==> src/rtl/tele_prbs_tx.sv <==
// PRBS7/PRBS15 test-pattern source for the telemetry link, with a programmable
// bit period and single-bit error injection.
module tele_prbs_tx #(
  parameter int DIV_W     = 16,
  parameter int INJ_CNT_W = 16
) (
  input  logic                 Clock,
  input  logic                 Reset,
  input  logic                 i_enable,
  input  logic                 i_sel,
  input  logic [DIV_W-1:0]     i_div,
  input  logic                 i_inj_req,
  output logic                 o_tx,
  output logic                 o_bit_stb,
  output logic                 o_inj_ack,
  output logic [INJ_CNT_W-1:0] o_inj_cnt,
  output logic                 o_update
);

  typedef enum logic [1:0] {
    IDLE = 2'd0,
    SEED = 2'd1,
    RUN  = 2'd2
  } state_t;

  // FSM state is kept under this plain name so checkers can bind to it.
  state_t           state;
  logic [14:0]      lfsr;
  logic [DIV_W-1:0] cnt;
  logic             pend;
  logic             sel_q;

  logic fb;
  logic locked;
  logic inj;

  // Polynomial follows sel_q, the selection captured at the last seed.
  always_comb begin
    fb     = sel_q ? (lfsr[14] ^ lfsr[13]) : (lfsr[6] ^ lfsr[5]);
    locked = sel_q ? (lfsr == 15'd0) : (lfsr[6:0] == 7'd0);
    inj    = pend | i_inj_req;
  end

  always_ff @(posedge Clock or negedge Reset) begin
    if (!Reset) begin
      state     <= IDLE;
      lfsr      <= 15'h7FFF;
      cnt       <= '0;
      pend      <= 1'b0;
      sel_q     <= 1'b0;
      o_tx      <= 1'b1;
      o_bit_stb <= 1'b0;
      o_inj_ack <= 1'b0;
      o_inj_cnt <= '0;
      o_update  <= 1'b0;
    end else begin
      o_bit_stb <= 1'b0;
      o_inj_ack <= 1'b0;
      o_update  <= 1'b0;
      case (state)
        IDLE: begin
          o_tx <= 1'b1;
          cnt  <= '0;
          pend <= 1'b0;
          if (i_enable) state <= SEED;
        end
        SEED: begin
          lfsr      <= 15'h7FFF;
          cnt       <= '0;
          pend      <= 1'b0;
          sel_q     <= i_sel;
          o_inj_cnt <= '0;
          o_update  <= 1'b1;
          state     <= RUN;
        end
        RUN: begin
          if (!i_enable) begin
            // Disable takes priority over a strobe falling in the same cycle.
            state <= IDLE;
            o_tx  <= 1'b1;
            cnt   <= '0;
            pend  <= 1'b0;
          end else if (i_sel != sel_q) begin
            state <= SEED;
          end else if (cnt >= i_div) begin
            cnt       <= '0;
            o_bit_stb <= 1'b1;
            o_tx      <= fb ^ inj;
            if (locked)     lfsr      <= 15'h7FFF;
            else if (sel_q) lfsr      <= {lfsr[13:0], fb};
            else            lfsr[6:0] <= {lfsr[5:0], fb};
            if (inj) begin
              pend      <= 1'b0;
              o_inj_ack <= 1'b1;
              if (o_inj_cnt != {INJ_CNT_W{1'b1}}) o_inj_cnt <= o_inj_cnt + 1'b1;
            end
          end else begin
            cnt  <= cnt + 1'b1;
            pend <= pend | i_inj_req;
          end
        end
        default: state <= IDLE;
      endcase
    end
  end

endmodule

==> config.mk <==
export PLATFORM = sky130hd
export DESIGN_NAME = tele_prbs_tx
export DESIGN_NICKNAME = d
export VERILOG_FILES = /design/src/rtl/tele_prbs_tx.sv
export SDC_FILE = /design/constraint.sdc
export NUM_CORES = 1
export LEC_CHECK = 0
export ABC_AREA = 1
export BUFFER_PORTS_ARGS = -buffer_cell sky130_fd_sc_hd__buf_2
export CORE_MARGIN = 2
export CORE_UTILIZATION = 55
export CTS_BUF_LIST = sky130_fd_sc_hd__clkbuf_16
export DETAILED_ROUTE_END_ITERATION = 12
export HOLD_SLACK_MARGIN = 0.03
export PLACE_DENSITY_LB_ADDON = 0.3
export SETUP_SLACK_MARGIN = 0.05
export SLEW_MARGIN = 40
export SYNTH_ARGS = -nofsm -noshare
export SYNTH_HDL_FRONTEND = slang
export SYNTH_SLANG_ARGS = --single-unit
==> constraint.sdc <==
create_clock -name Clock -period 2.2 [get_ports Clock]
set_input_delay 0 -clock Clock [delete_from_list [all_inputs] [get_ports Clock]]
set_output_delay 0 -clock Clock [all_outputs]
set_load 0.05 [all_outputs]
==> metrics.md, run 1 <==
| Metric | Value |
|---|---|
| Crit. End Element | flip-flop |
| Final min period | 2.01 ns |
| First-pass GRT wire length | 14400 um |
| Post-Syn Area per Cell | 7.05 um2 |
| Port Buffer Count | 40 |
| WL final | 8390 um |
| Seq/Total Area, Yosys | 38.2% |
| CTS H-tree depth | 2 |
| R2R Setup Slk | 0.19 ns |
| Mapped Nets | 557 |
| Worst slew pin tran | 0.589 ns |
| Top-area cell type share of the netlist area | 26.7% |
| GRT Residual Overflow | 0 |
| P_int | 1.96 mW |
| Hpwl dp | 6060 um |
| PD cells | 718 nW/um2 |
| Critical Path Fanout Max | 27 |
| Leakage | 2.19 nW |
| Hold WC Path Type | in -> async |
| Row cnt | 29 |
| Clock root cell | clkbuf_16 |
| Die W | 85.5 um |
| Worst VDD drop | 0.634 mV |
| Yosys warns | 0 |
| Max Cap Viol | 0 |
| Period utilization | 91.2% |
| Starting density of the core | 57.2% |
| Pin count of the biggest net entering global routing | 32 |
| TNS Setup | 0 ns |
| CP arrival | 2.19 ns |
| Status | finished, final reports clean |
| Reg2reg start | cnt[3] |
| Area Overhead vs Synth | 14.5% |
| Ant. Diodes | 0 |
| Reg2reg end | o_inj_cnt[11] |
| Area leader, netlist | dfrtp_1 |
| Seq cells post-synth | 55 |
| Fin. max-slew vios | 0 |
| Fraction of layout cells with a size suffix above 1 | 16.0% |
| Max_slew headroom | 60.7% |
| Unique masters post-synth | 32 |
| Total track usage | 24.1% |
| Fillers | 565 |
| Ports | 41 |
| Synth area leaders | dfrtp_1 (27%), nand2_1 (16%), dfstp_2 (12%), nand3_1 (6.9%), inv_1 (6.5%) |
| Combinational cell fraction of total power | 28.4% |
| Clock power share | 25.6% |
| P_sw | 1.04 mW |
| Core footprint | 6390 um2 |
| Vias in the first global route | 3312 |
| Number of CTS-inserted buffers | 5 |
| Nets | 605 |
| Final setup vio count | 0 |
| Crit path required time | 2.38 ns |
| Clock tree sinks | 55 |
| Critical path startpoint category | flip-flop |
| Final core utilization | 65.4% |
| Crit Path Class | reg -> reg |
| Total Power | 3.00 mW |
| Final hold violations | 0 |
| Worst-case clock buffer depth | 2 |
| RSZ-0062 raised after global routing | no |
| Mapped Area | 3650 um2 |
| CTS clock-pin slew for the worst setup and hold paths | 0.07 ns |
| Initial DRC Count | 277 |
| CTS tree | yes |
| Die height | 85.5 um |
| Drt via density | 5.42 |
| Net Sw Frac | 34.8% |
| Worst-skew pair later-pin latency | 0.30 ns |
| Clock Skews | 0.0114 ns |
| Full die area | 7310 um2 |
| Detail Route Antenna Nets | 0 |
| Flop pwr share | 46.0% |
| Initial antenna violation count | 0 |
| Remaining DRCs | 0 |
| Syn Inst Count | 518 |
| R2R depth | 13 |
| Gpl congestion | 0.918 |
| Maximum clock rate | 498 MHz |
| WL/cell | 13.0 um |
| Vias | 3491 |
| Drt pass-1 iters | 5 |
## synthesized netlist by cell type
cell type	count
a21oi_1	11
a31o_2	1
buf_2	4
buf_6	1
clkbuf_1	6
clkinv_1	1
dfrtp_1	39
dfstp_2	16
ha_1	18
inv_1	63
inv_2	9
nand2_1	152
nand2_2	3
nand2_4	1
nand3_1	50
nand3_2	2
nand3_4	1
nand4_1	36
nand4_2	1
nor2_1	59
nor2_2	1
nor2_4	1
nor3_1	8
o21a_1	1
o21ai_0	8
o21ai_1	4
o21bai_1	1
o22ai_1	4
or2_0	2
or2_1	1
xnor2_1	3
xor2_1	10
## logic make-up after synthesis
kind of cell	count (synthesis)	share of synthesized area [%]
adder cells (fa/ha/maj)	18	6.17
AND/OR/NAND/NOR	318	39.0
AO/OA/AOI/OAI	30	4.49
flip-flops	55	38.2
XOR/XNOR	13	3.12
buffers and inverters	84	8.98
## layout by cell type (no fill, tap or decap), types with 5 or more instances in the layout
cell         n
nand2_1    152
inv_1       65
nor2_1      58
nand3_1     50
dfrtp_1     39
buf_2       39
nand4_1     36
ha_1        18
dfstp_2     16
a21oi_1     11
xor2_1      10
inv_2        9
nor3_1       8
o21ai_0      8
buf_4        6
clkbuf_16    5
## state kept, by name (all words and copies together) (netlist names)
signal     flops
cnt           16
o_inj_cnt     16
lfsr          15
state          2
o_bit_stb      1
o_inj_ack      1
o_tx           1
o_update       1
pend           1
sel_q          1
## metal layers
layer / wire length, um / GRT usage [%] / vias to the layer above
met5: 0 / 0 / -
met4: 104 / 6.49 / 0
met3: 458 / 3.31 / 12
met2: 4000 / 41.3 / 96
met1: 3830 / 31.9 / 1612
li1: - / - / 1771
## area by class of cell
class	instances	area (um2)	share of cell area [%]
clock buffer	5	125	2.99
clock inverter	3	12.5	0.299
inverter	73	274	6.56
multi-input combinational	380	1950	46.8
sequential	55	1400	33.4
tap	77	96.3	2.31
timing repair buffer	51	320	7.66
## power groups by stage
stage          clock, mW  combinational (mW)  sequential (mW)
2_1_floorplan          0               0.564             1.44
3_3_place_gp           0               0.802             1.39
3_5_place_dp           0               0.821             1.40
4_1_cts            0.782               0.829             1.38
5_1_grt            0.818               0.971             1.41
6_report           0.767               0.853             1.38
## worst max path at each step
stage,to,depth (start not counted),start,slack [ns]
detailed placement,o_inj_cnt[11],13,cnt[3],0.03
CTS,o_inj_cnt[11],13,cnt[3],0.09
floorplan,o_inj_cnt[9],9,o_inj_cnt[0],0.17
global route,o_inj_cnt[11],13,cnt[2],0.06
global placement,o_inj_cnt[2],13,cnt[3],0.15
finish,o_inj_cnt[11],13,cnt[3],0.19
## worst max-delay path: stages, from the launching register on
cell	delay, ns
dfrtp_1	0.43
ha_1	0.32
nand2_1	0.07
nor2_1	0.12
nor2_1	0.05
nand2_1	0.05
nand2_1	0.04
nand2_1	0.05
nand2_1	0.12
nand3_2	0.12
buf_12	0.18
nand3_4	0.15
nand2_1	0.12
nand2_1	0.06
## what timing repair did
action	CTS	global route
hold buffers	4	0
buffers inserted	0	0
gates resized for setup	1	5
hold endpoints to repair	29	0
pin swaps	1	0
cloned	0	1
endpoints found under the setup margin	14	23
## metrics by stage
stage | hold WS, ns | setup WS (ns) | std cells | cell area (um2)
after floorplan | -0.296 | 0.169 | 518 | 3650
after global placement | 0.0939 | 0.154 | 631 | 3960
after detailed placement | 0.0977 | 0.0280 | 631 | 3960
after CTS | 0.322 | 0.0907 | 643 | 4140
after global routing | 0.234 | 0.0623 | 644 | 4180
final | 0.182 | 0.193 | 644 | 4180
No activity file was read; power rests on OpenSTA's default activity.
==> run 2: changes to the inputs <==
- CAP_MARGIN: default -> 20
- clock period: 2.2 -> 1.95 ns (I/O delays scaled with it)
==> run 2 against run 1 <==
  * Sequential power increased by 14%
  * Wire length increased by 5.3%
  * Worst hold slack got worse by 0.073 ns
  * Largest cell class unchanged
==> metrics.md, run 2 (synthesized netlist as in run 1, its figures left out) <==
| Metric | Value |
|---|---|
| Worst slew pin tran | 0.518 ns (-0.0705 ns) |
| Detail Route Antenna Nets | 0 (unchanged) |
| Post-Layout Inst Area | 4570 um2 (+9.3%) |
| Initial DRC Count | 299 (+7.9%) |
| Period utilization | 93.6% (+2.4 points) |
| CP arrival | 2.06 ns (-0.13 ns) |
| Nets | 633 (+4.6%) |
| CTS tree | yes |
| P_sw | 1.23 mW (+18%) |
| Flop pwr share | 45.1% (-0.9 points) |
| Drt pass-1 iters | 5 (unchanged) |
| Clock root cell | clkbuf_16 |
| Area Overhead vs Synth | 25.2% |
| Ports | 41 (unchanged) |
| Crit Path Class | reg -> reg |
| Worst-case clock buffer depth | 2 (unchanged) |
| Initial antenna violation count | 0 (unchanged) |
| Number of CTS-inserted buffers | 5 (unchanged) |
| WL final | 8840 um (+5.3%) |
| Setup ws final | 0.124 ns (-0.0685 ns) |
| Starting density of the core | 57.2% (unchanged) |
| Core footprint | 6390 um2 (unchanged) |
| Gpl congestion | 0.872 (-5.0%) |
| Hpwl dp | 6040 um (-0.45%) |
| Crit. End Element | flip-flop |
| Final hold violations | 0 (unchanged) |
| Critical path startpoint category | flip-flop |
| First-pass GRT wire length | 14500 um (+0.91%) |
| Final min period | 1.83 ns (-0.181 ns) |
| Drt via density | 5.52 (+1.9%) |
| GRT Residual Overflow | 0 (unchanged) |
| CTS H-tree depth | 2 (unchanged) |
| Ant. Diodes | 0 (unchanged) |
| Status | finished, final reports clean |
| Fraction of layout cells with a size suffix above 1 | 24.7% (+8.7 points) |
| Net Sw Frac | 35.2% (+0.45 points) |
| Commonest non-fill, non-tap cell in the layout | nand2_1 |
| Die W | 85.5 um (unchanged) |
| WL/cell | 13.1 um (+0.88%) |
| Remaining DRCs | 0 (unchanged) |
| Crit path required time | 2.19 ns (-0.19 ns) |
| CTS clock-pin slew for the worst setup and hold paths | 0.07 ns (about the same) |
| Final Hold Slack | 0.109 ns (-0.0731 ns) |
| Total track usage | 24.3% (+0.27 points) |
| Vias | 3711 (+6.3%) |
| Combinational cell fraction of total power | 30.2% (+1.8 points) |
| Maximum clock rate | 548 MHz (+9.9%) |
| Full die area | 7310 um2 (unchanged) |
| PD cells | 764 nW/um2 (+6.4%) |
| Fin. max-slew vios | 0 (unchanged) |
| Hold WC Path Type | in -> reg |
| Die height | 85.5 um (unchanged) |
| Clock power share | 24.7% (-0.9 points) |
| Max Cap Viol | 0 (unchanged) |
| Worst-skew pair later-pin latency | 0.29 ns (about the same) |
| Placed insts | 650 (+3.0%) |
| Final setup vio count | 0 (unchanged) |
| Most frequent cells in the layout | nand2_1 (141), inv_1 (62), nor2_1 (54), nand3_1 (45), buf_2 (40) |
| Max_slew headroom | 65.4% (+4.8 points) |
| Post-Place Setup Slack | 0.0167 ns (-0.0113 ns) |
| P_int | 2.26 mW (+16%) |
| Leakage | 2.38 nW (+8.3%) |
| Critical Path Fanout Max | 5 (-81%) |
| RSZ-0062 raised after global routing | yes |
| Clock Skews | 0.00312 ns (-0.00829 ns) |
| Post-Layout Cell Count | 672 (+4.3%) |
| Vias in the first global route | 3401 (+2.7%) |
| Worst VDD drop | 0.865 mV (+36%) |
| Clock tree sinks | 55 (unchanged) |
| Placed Area | 4100 um2 (+3.7%) |
| Largest regs | cnt (16), o_inj_cnt (16), lfsr (15) |
| Port Buffer Count | 40 (unchanged) |
| Row cnt | 29 (unchanged) |
| Pin count of the biggest net entering global routing | 56 (+75%) |
[run 2: power by group through the flow]
stage | Sequential [mW] | Clock, mW | Combinational [mW]
floorplan | 1.63 | 0 | 0.637
global placement | 1.57 | 0 | 0.920
detailed placement | 1.58 | 0 | 0.944
CTS | 1.56 | 0.889 | 0.975
global route | 1.60 | 0.931 | 1.19
finish | 1.57 | 0.861 | 1.05
[run 2: final timing paths]
path	start	to	slack, ns	cells after the start
min in group asynchronous	Reset	o_inj_cnt[14]	0.23	3
max in group asynchronous	Reset	lfsr[4]	1.42	3
worst max-delay path	cnt[15]	lfsr[1]	0.12	10
worst min-delay path	i_inj_req	o_inj_ack	0.11	4
worst max register to register	cnt[15]	lfsr[1]	0.12	10
worst min register to register	lfsr[7]	lfsr[7]	0.47	2
[run 2: routing by layer]
metal  part of all wire, %  global-route usage (%)  wire (um)
met4                   1.9                    6.93        164
met3                   6.5                    3.79        576
met5                     0                       0          0
met1                    43                    31.7       3780
met2                    49                    41.9       4310
[run 2: critical path: stages, from the launching register on]
cell and delay, ns:
dfrtp_1 0.39, ha_1 0.31, a21oi_1 0.16, o21ai_1 0.11, nor2_4 0.21, buf_6 0.16
nand2_4 0.06, nand2_4 0.08, buf_6 0.13, nand3_1 0.06, nand2_1 0.08
[run 2: area by class of cell]
class                   count  area [um2]
clock buffers               5         125
flip-flops and latches     55        1400
multi-input cells         381        2120
fillers                   512        1820
inverters                  73         277
repair buffers             78         536
clock inverters             3        15.0
well taps                  77        96.3
[run 2: what timing repair did]
item	in CTS	in global routing
hold buffers	3	0
gates cloned	1	2
endpoints found under the hold margin	57	0
buffers inserted	0	8
setup endpoints to repair	26	47
pin swaps	1	26
resized for setup	7	40
[run 2: through the flow]
stage | total power [mW] | setup TNS, ns | util [%]
CTS | 3.42 | 0 | 67.5
finish | 3.49 | 0 | 71.6
floorplan | 2.27 | 0 | -
detailed placement | 2.52 | 0 | 64.3
global route | 3.72 | -0.591 | 71.6
global placement | 2.49 | 0 | 64.3
==> run 3: changes to the inputs <==
- CORE_UTILIZATION: 55 -> 50
- clock period: 1.95 -> 2 ns (I/O delays scaled with it)
==> run 3 against run 2 <==
  * Wire length barely moved
  * Clock-buffer cell count stayed put
  * Final cell count rose by 1.5%
  * Combinational power down 8%
  * Via count fell by 4.4%
  * Die area rose by 9.5%
  * Critical path depth shrank 1
  * Register-to-register slack about the same
  * Power decreased by 4.6%
  * Clock power shrank 2.6%
  * Critical endpoint is now o_inj_cnt[10]
==> metrics.md, run 3 (synthesized netlist as in run 1, its figures left out) <==
| Metric | Value |
|---|---|
| Vias in the first global route | 3111 (-8.5%) |
| WL final | 8830 um (about the same) |
| Initial DRC Count | 214 (-28%) |
| Port Buffer Count | 40 (unchanged) |
| CP arrival | 2.12 ns (+0.06 ns) |
| Pin count of the biggest net entering global routing | 22 (-61%) |
| Combinational cell fraction of total power | 29.0% (-1.2 points) |
| Reg2reg end | o_inj_cnt[10] |
| Gpl congestion | 0.837 (-4.1%) |
| Leakage | 2.28 nW (-4.2%) |
| Drt pass-1 iters | 5 (unchanged) |
| Crit Path Class | reg -> reg |
| Worst slew pin tran | 0.529 ns (+0.0105 ns) |
| Clock Skews | 0.00635 ns (+0.00323 ns) |
| Critical Path Fanout Max | 9 (+4) |
| Largest regs | cnt (16), o_inj_cnt (16), lfsr (15) |
| Initial antenna violation count | 0 (unchanged) |
| Number of CTS-inserted buffers | 5 (unchanged) |
| Final hold violations | 0 (unchanged) |
| WHS Endpoint | o_inj_ack |
| Crit path buffers/inverters | 0 (-2) |
| Core footprint | 7180 um2 (+12%) |
| Detail Route Antenna Nets | 0 (unchanged) |
| Die height | 89.5 um (+4.7%) |
| CP delay by family, top | simple AND/OR/NAND/NOR gates |
| Fin. max-slew vios | 0 (unchanged) |
| Hold WC Path Type | in -> reg |
| Reg2reg start | o_inj_cnt[0] |
| Clock tree sinks | 55 (unchanged) |
| Flop pwr share | 45.8% (+0.7 points) |
| WL/cell | 13.0 um (-1.5%) |
| GRT Residual Overflow | 0 (unchanged) |
| Status | finished, final reports clean |
| CTS H-tree depth | 2 (unchanged) |
| Remaining DRCs | 0 (unchanged) |
| Commonest non-fill, non-tap cell in the layout | nand2_1 |
| CP peak stage delay | 0.40 ns (about the same) |
| Starting density of the core | 50.9% (-6.3 points) |
| Crit path required time | 2.23 ns (+0.04 ns) |
| RSZ-0062 raised after global routing | yes |
| Final core utilization | 60.5% (-11 points) |
| Area Overhead vs Synth | 19.0% |
| Critical path startpoint category | flip-flop |
| Post-Layout Cell Count | 682 (+1.5%) |
| Final Hold Slack | 0.105 ns (-0.00412 ns) |
| R2R depth | 9 (-1) |
| Full die area | 8000 um2 (+9.5%) |
| Critical path's slowest cell | dfrtp_2 |
| First-pass GRT wire length | 13700 um (-5.7%) |
| CTS clock-pin slew for the worst setup and hold paths | 0.07 ns (about the same) |
| Worst-case clock buffer depth | 2 (unchanged) |
| Crit. End Element | flip-flop |
| Placed Area | 4070 um2 (-0.91%) |
| Worst-skew pair later-pin latency | 0.29 ns (about the same) |
| Post-Place Setup Slack | 0.0378 ns (+0.0211 ns) |
| P_sw | 1.17 mW (-4.9%) |
| Vias | 3547 (-4.4%) |
| R2R Setup Slk | 0.11 ns (about the same) |
| Worst hold path stage count | 4 (unchanged) |
| P_int | 2.16 mW (-4.5%) |
| Setup ws final | 0.114 ns (-0.0104 ns) |
| Ports | 41 (unchanged) |
| Placed insts | 665 (+2.3%) |
| Die W | 89.5 um (+4.7%) |
| Final min period | 1.89 ns (+0.0604 ns) |
| Period utilization | 94.3% (+0.68 points) |
| Maximum clock rate | 530 MHz (-3.2%) |
| Worst VDD drop | 0.544 mV (-37%) |
| Max Cap Viol | 0 (unchanged) |
| Total track usage | 21.6% (-2.7 points) |
| Row cnt | 31 (+6.9%) |
| Net Sw Frac | 35.1% (-0.088 points) |
| Clock root cell | clkbuf_16 |
| Fraction of layout cells with a size suffix above 1 | 20.2% (-4.5 points) |
| HP Start | i_inj_req |
| TNS Setup | 0 ns (unchanged) |
| Critical path cell sequence | ha_1, nand4_1, nor2_4, nand4_1, nand2_2, nand2_4, nand3_2, nand2_1, nand2_1 |
| Nets | 621 (-1.9%) |
| Post-Layout Inst Area | 4340 um2 (-4.9%) |
| Ant. Diodes | 0 (unchanged) |
| Hpwl dp | 6250 um (+3.5%) |
| Clock power share | 25.2% (+0.5 points) |
| Total Power | 3.33 mW (-4.6%) |
| Max_slew headroom | 64.7% (-0.70 points) |
| CTS tree | yes |
| Most frequent cells in the layout | nand2_1 (145), inv_1 (64), nor2_1 (58), nand3_1 (50), buf_2 (40) |
| PD cells | 766 nW/um2 (+0.33%) |
| Drt via density | 5.20 (-5.8%) |
| Fillers | 671 (+31%) |
| Final setup vio count | 0 (unchanged) |
[run 3: changes by cell type in the layout (fill, tap and decap cells not counted), sizes merged]
cell / delta
buf: -12
nand3: -1
inv: +1
clkinvlp: -1
nand2: +1
[run 3: how the worst max path moves through the flow]
stage	from	end	slack [ns]	depth (start not counted)
after global routing	cnt[3]	o_inj_cnt[2]	0.02	12
final	o_inj_cnt[0]	o_inj_cnt[10]	0.11	9
after floorplan	o_inj_cnt[3]	o_inj_cnt[9]	0.12	8
after CTS	o_inj_cnt[0]	o_inj_cnt[0]	0.05	9
after detailed placement	o_inj_cnt[0]	o_inj_cnt[0]	0.04	9
after global placement	cnt[9]	lfsr[2]	0.1	12
[run 3: cell type report]
type	instances	area (um2)	share of cell area, %
Clock buffer	5	125	2.88
Clock inverter	3	11.3	0.259
Inverter	73	274	6.31
Multi-Input combinational cell	381	2000	46.1
Sequential cell	55	1400	32.2
Tap cell	99	124	2.85
Timing Repair Buffer	66	410	9.45
[run 3: routing by layer]
metal / global-route usage (%) / part of all wire [%] / vias to the layer above
met5: 0 / 0 / -
met4: 4.34 / 0.76 / 0
met3: 3.05 / 4.2 / 8
met2: 37.3 / 49 / 84
met1: 29.2 / 46 / 1655
li1: - / - / 1800
[run 3: worst reg2reg max path: stages, from the launching register on]
cell and delay, ns:
dfrtp_2 0.40, ha_1 0.22, nand4_1 0.23, nor2_4 0.20
nand4_1 0.15, nand2_2 0.14, nand2_4 0.12, nand3_2 0.23
nand2_1 0.08, nand2_1 0.06
[run 3: power groups by stage]
stage	registers, mW	logic, mW	clock network, mW
after floorplan	1.59	0.621	0
after global placement	1.54	0.894	0
after detailed placement	1.54	0.925	0
after CTS	1.52	0.930	0.852
after global routing	1.55	1.09	0.899
final	1.53	0.965	0.839
[run 3: what timing repair did]
item | in CTS | in global routing
setup endpoints to repair | 17 | 41
gates resized for setup | 1 | 14
hold buffers | 3 | 0
endpoints found under the hold margin | 20 | 0
pin swaps | 1 | 6
setup buffers | 0 | 4
cloned | 0 | 2
